[src/rtl/pipe_stage_buf.sv]
// pipe_stage_buf: inter-stage pipeline register with valid/ready handshake and a
// 2-entry skid buffer (main reg M drives the outputs, skid reg S absorbs one word
// of backpressure). ready_out/valid_out decode from registered state only.
// Optional starvation counter: define PIPE_STAGE_BUBBLE_CNT_EN to add bubble_cnt.
module pipe_stage_buf #(
   parameter int unsigned               DATA_WIDTH  = 32,
   parameter int unsigned               CTRL_WIDTH  = 16,
   parameter logic [CTRL_WIDTH-1:0]     CTRL_BUBBLE = '0,
   parameter int unsigned               CNT_WIDTH   = 16
) (
   input  logic                  clk,
   input  logic                  rst,
   input  logic                  flush,
   input  logic                  valid_in,
   output logic                  ready_out,
   input  logic [DATA_WIDTH-1:0] data_in,
   input  logic [CTRL_WIDTH-1:0] ctrl_in,
   output logic                  valid_out,
   input  logic                  ready_in,
   output logic [DATA_WIDTH-1:0] data_out,
   output logic [CTRL_WIDTH-1:0] ctrl_out,
   output logic [1:0]            occupancy
`ifdef PIPE_STAGE_BUBBLE_CNT_EN
   ,
   output logic [CNT_WIDTH-1:0]  bubble_cnt
`endif
);

   typedef enum logic [1:0] {
      EMPTY = 2'd0,
      HALF  = 2'd1,
      FULL  = 2'd2
   } state_t;

   state_t                state_q;
   state_t                state_d;
   logic [DATA_WIDTH-1:0] m_data;
   logic [CTRL_WIDTH-1:0] m_ctrl;
   logic [DATA_WIDTH-1:0] s_data;
   logic [CTRL_WIDTH-1:0] s_ctrl;
   logic                  push;
   logic                  pop;
   logic                  load_m_in;
   logic                  load_m_s;
   logic                  load_s_in;

   assign push = valid_in & ready_out;
   assign pop  = valid_out & ready_in;

   // Output decode from registered state; bubbles always carry safe controls.
   always_comb begin
      valid_out = (state_q != EMPTY);
      ready_out = (state_q != FULL);
      occupancy = 2'd0;
      case (state_q)
         HALF:    occupancy = 2'd1;
         FULL:    occupancy = 2'd2;
         default: occupancy = 2'd0;
      endcase
      data_out = m_data;
      ctrl_out = valid_out ? m_ctrl : CTRL_BUBBLE;
   end

   // Next-state and register-load selection; flush overrides push/pop.
   always_comb begin
      state_d   = state_q;
      load_m_in = 1'b0;
      load_m_s  = 1'b0;
      load_s_in = 1'b0;
      case (state_q)
         EMPTY: begin
            if (push) begin
               state_d   = HALF;
               load_m_in = 1'b1;
            end
         end
         HALF: begin
            if (push && pop) begin
               load_m_in = 1'b1;
            end else if (push) begin
               state_d   = FULL;
               load_s_in = 1'b1;
            end else if (pop) begin
               state_d   = EMPTY;
            end
         end
         FULL: begin
            if (pop) begin
               state_d  = HALF;
               load_m_s = 1'b1;
            end
         end
         default: state_d = EMPTY;
      endcase
      // A word pushed during flush is dropped; M keeps its last value.
      if (flush) begin
         state_d   = EMPTY;
         load_m_in = 1'b0;
         load_m_s  = 1'b0;
         load_s_in = 1'b0;
      end
   end

   // State register.
   always_ff @(posedge clk or posedge rst) begin
      if (rst) state_q <= EMPTY;
      else     state_q <= state_d;
   end

   // Main and skid payload registers.
   always_ff @(posedge clk or posedge rst) begin
      if (rst) begin
         m_data <= '0;
         m_ctrl <= CTRL_BUBBLE;
         s_data <= '0;
         s_ctrl <= CTRL_BUBBLE;
      end else begin
         if (load_m_in) begin
            m_data <= data_in;
            m_ctrl <= ctrl_in;
         end else if (load_m_s) begin
            m_data <= s_data;
            m_ctrl <= s_ctrl;
         end
         if (load_s_in) begin
            s_data <= data_in;
            s_ctrl <= ctrl_in;
         end
      end
   end

`ifdef PIPE_STAGE_BUBBLE_CNT_EN
   // Saturating count of cycles where downstream was ready but we had nothing.
   always_ff @(posedge clk or posedge rst) begin
      if (rst) begin
         bubble_cnt <= '0;
      end else if (ready_in && !valid_out && (bubble_cnt != '1)) begin
         bubble_cnt <= bubble_cnt + 1'b1;
      end
   end
`else
   logic unused_cnt_width;
   assign unused_cnt_width = ^CNT_WIDTH;
`endif

endmodule

[config.mk]
export PLATFORM = sky130hd
export DESIGN_NAME = pipe_stage_buf
export DESIGN_NICKNAME = d
export VERILOG_FILES = /design/src/rtl/pipe_stage_buf.sv
export SDC_FILE = /design/constraint.sdc
export NUM_CORES = 1
export LEC_CHECK = 0
export CORE_ASPECT_RATIO = 2
export CORE_MARGIN = 3
export CORE_UTILIZATION = 53
export DETAILED_ROUTE_END_ITERATION = 16
export PLACE_DENSITY = 0.92
export SLEW_MARGIN = 0
export SYNTH_ARGS = -nofsm -noshare
export SYNTH_HDL_FRONTEND = slang
export SYNTH_SLANG_ARGS = --single-unit
[constraint.sdc]
create_clock -name clk -period 5.7 [get_ports clk]
set_clock_uncertainty 0.15 [all_clocks]
set_input_delay 1.14 -clock clk [delete_from_list [all_inputs] [get_ports clk]]
set_output_delay 1.14 -clock clk [all_outputs]
set_load 0.03 [all_outputs]
==> results.toml <==
[setup_path]
critical_path_buf_inv_count = 1
end_kind = "primary output"
cp_slowest_cell = "nor2_1"
crit_type = "reg2out"
cpPeakStageDelay_ns = 0.80
cp_top_family = "simple AND/OR/NAND/NOR gates"
worstPathArrival_ns = 2.38
cp_max_fo = 17
critPathRequiredTime_ns = 4.41
path_cells = "nor2_1, nor2b_1, clkdlybuf4s50_1"
critPathLaunchType = "register"
ff2ff_setup_slack_ns = 3.46

[power_and_ir_drop]
p_per_area_mw_per_mm2 = 364
p_sw_uw = 559
swShare_pct = 27.5
power_leakage_nw = 2.45
clock_power_share_pct = 29.1
sequentialPowerShare_pct = 46.5
comb_power_share_pct = 24.4
p_int_mw = 1.47
ir_drop_uv = 262

[detailed_routing]
dr.pass1.iters = 4
final_antenna_net_count = 0
drt-initial-drc-count = 200
vias_per_cell = 5.88
wire_per_inst_um = 19.6
wirelength_um = 9770
dr_total_vias = 2932
remaining_drc_errors = 0

[synthesis]
yosysMostFrequentCell = "dfrtp_1"
async_flop_share_pct = 100
postSynthNetCount = 355
synthFlopType = "dfrtp_1"
netlist_top_cells_area = "dfrtp_1, a221o_1, mux2_2"
synth_area_mm2 = 0.00421
synth_top_area_share_pct = 58.2
avgSynthCellArea_um2 = 13.9
synth-seq-area-share_pct = 58.2
synth_warnings = 0
synth_edf_count = 0
synth_cell_types = 28
ys_seq_elements = 98
yosys.area.top_type = "dfrtp_1"
syn_inst = 302
synth_common_cells = "dfrtp_1, a221o_1, mux2_2"

[global_route]
grt_overflow = 0
grt_use_met3_pct = 4.89
grt_util_met2_pct = 38.0
top_usage_layer = "met2"
grt_antenna_before_repair = 0
grt_pass1_vias = 3238
grt_pass1_wl_um = 16300
grtUsageTotal_pct = 22.5
use_met1_pct = 26.3
grt_start_max_net_pins = 65

[floorplan]
row_count = 45
pin_count = 105
coreArea_mm2 = 0.00766
die_h_um = 132
die_x_um = 69.0
start_util_pct = 55.0
die_area_mm2 = 0.00912

[clocking]
cts_buffers = 9
clock-root-buffer = "clkbuf_16"
insertion_delay_ns = 0.34
cts_buffer_depth = 2
htreeDepth = 3
cts_resized = 0
cts_tree = "done"
holdBufCountCts = 0
clock-sinks = 98
cts_setup_buffers = 0
path_clk_slew_ns = 0.06

[finish]
synthToLayoutAreaGrowth_pct = 32.7
diodes = 0
final_nets = 454
final_util_pct = 73.0
final_cells = 499
drive_above_1_share_pct = 17.5

[worst_hold_path]
hold_class = "reg2reg"

[timing]
worstMarginPinSlew_ns = 1.25
final.min_clock_period_ns = 3.67
finalCritPeriodShare_pct = 64.3
setup_ws_ns = 2.03
max_freq_ghz = 0.273
rsz0062_at_grt = "no"
setup_viol_count_final = 0
final_hold_viol_count = 0
tns_ns = 0
slew-limit-headroom_pct = 16.6
slew_viol_final = 0

[place]
gp_congestion = 0.785
port_buffers = 104
place_hpwl_um = 6290
dpl_worst_slack_ns = 2.24
placed_cells = 484

[run]
maxCapViolations = 0

[run_status]
outcome = "complete, no violations"
==> logic make-up (layout without fill, tap and decap cells) <==
logic type | Yosys count | after routing | share of synthesized area, %
flip-flops | 98 | 98 | 58.2
AND/OR/NAND/NOR | 77 | 77 | 11.5
AO/OA/AOI/OAI | 52 | 52 | 11.8
multiplexers | 52 | 52 | 15.4
buffers and inverters | 23 | 126 | 3.03
==> cells in the final DEF, fill, tap and decap left out, types with 2 or more instances in the layout <==
cell type / n
a21oi_1: 2
a221o_1: 45
and2_0: 23
and2_1: 22
buf_4: 4
clkbuf_1: 2
clkbuf_16: 9
clkdlybuf4s50_1: 104
clkinv_2: 2
dfrtp_1: 98
inv_1: 2
mux2_1: 3
mux2_2: 29
mux2_4: 18
mux2i_1: 2
nand2_1: 2
nand2b_1: 3
nand3_1: 2
nor2b_1: 18
o21ai_0: 2
==> worst register-to-register path, cell delays in order (launching register included) <==
cell and delay (ns):
dfrtp_1 0.47, and4bb_1 0.29, a21oi_4 0.93, a221o_1 0.34
==> power groups by stage <==
stage / registers, mW / clock network, mW / logic, mW
after floorplan: 1.00 / 0 / 0.235
after global placement: 0.941 / 0 / 0.480
after detailed placement: 0.952 / 0 / 0.497
after CTS: 0.944 / 0.605 / 0.501
after global routing: 0.963 / 0.625 / 0.527
final: 0.946 / 0.592 / 0.495
==> routing by layer <==
layer | part of all wire, % | up-vias
li1 | - | 1291
met1 | 39 | 1496
met2 | 53 | 117
met3 | 4.3 | 28
met4 | 3.7 | 0
met5 | 0 | -
==> metrics by stage <==
stage	total power, mW	hold slack, ns	area (µm²)
detailed placement	1.45	0.336	5300
CTS	2.05	0.351	5590
finish	2.03	0.349	5590
global route	2.11	0.361	5590
floorplan	1.24	0.306	4210
global placement	1.42	0.316	5300
==> final cells by class <==
type / instances / area (µm²)
multi-input combinational: 181 / 1650
timing repair buffer: 108 / 1070
tap: 94 / 118
clock buffer: 12 / 246
fill: 515 / 2070
clock inverter: 3 / 40.0
sequential: 98 / 2450
inverter: 3 / 13.8
==> registers in the layout, summed over array words and instances (netlist names) <==
register	count
s_ctrl	16
m_ctrl	16
state_q	2
s_data	32
data_out	32
==> path summary, 6_finish.rpt <==
kind | startpoint | end | cells after the start
max in group asynchronous | rst | s_data[5] | 3
worst min-delay path | s_data[29] | s_data[29] | 1
worst min register to register | s_data[29] | s_data[29] | 1
worst max-delay path | state_q[1] | ctrl_out[14] | 3
min in group asynchronous | rst | data_out[4] | 2
worst max register to register | state_q[1] | data_out[17] | 3
No activity file was read; power rests on OpenSTA's default activity.
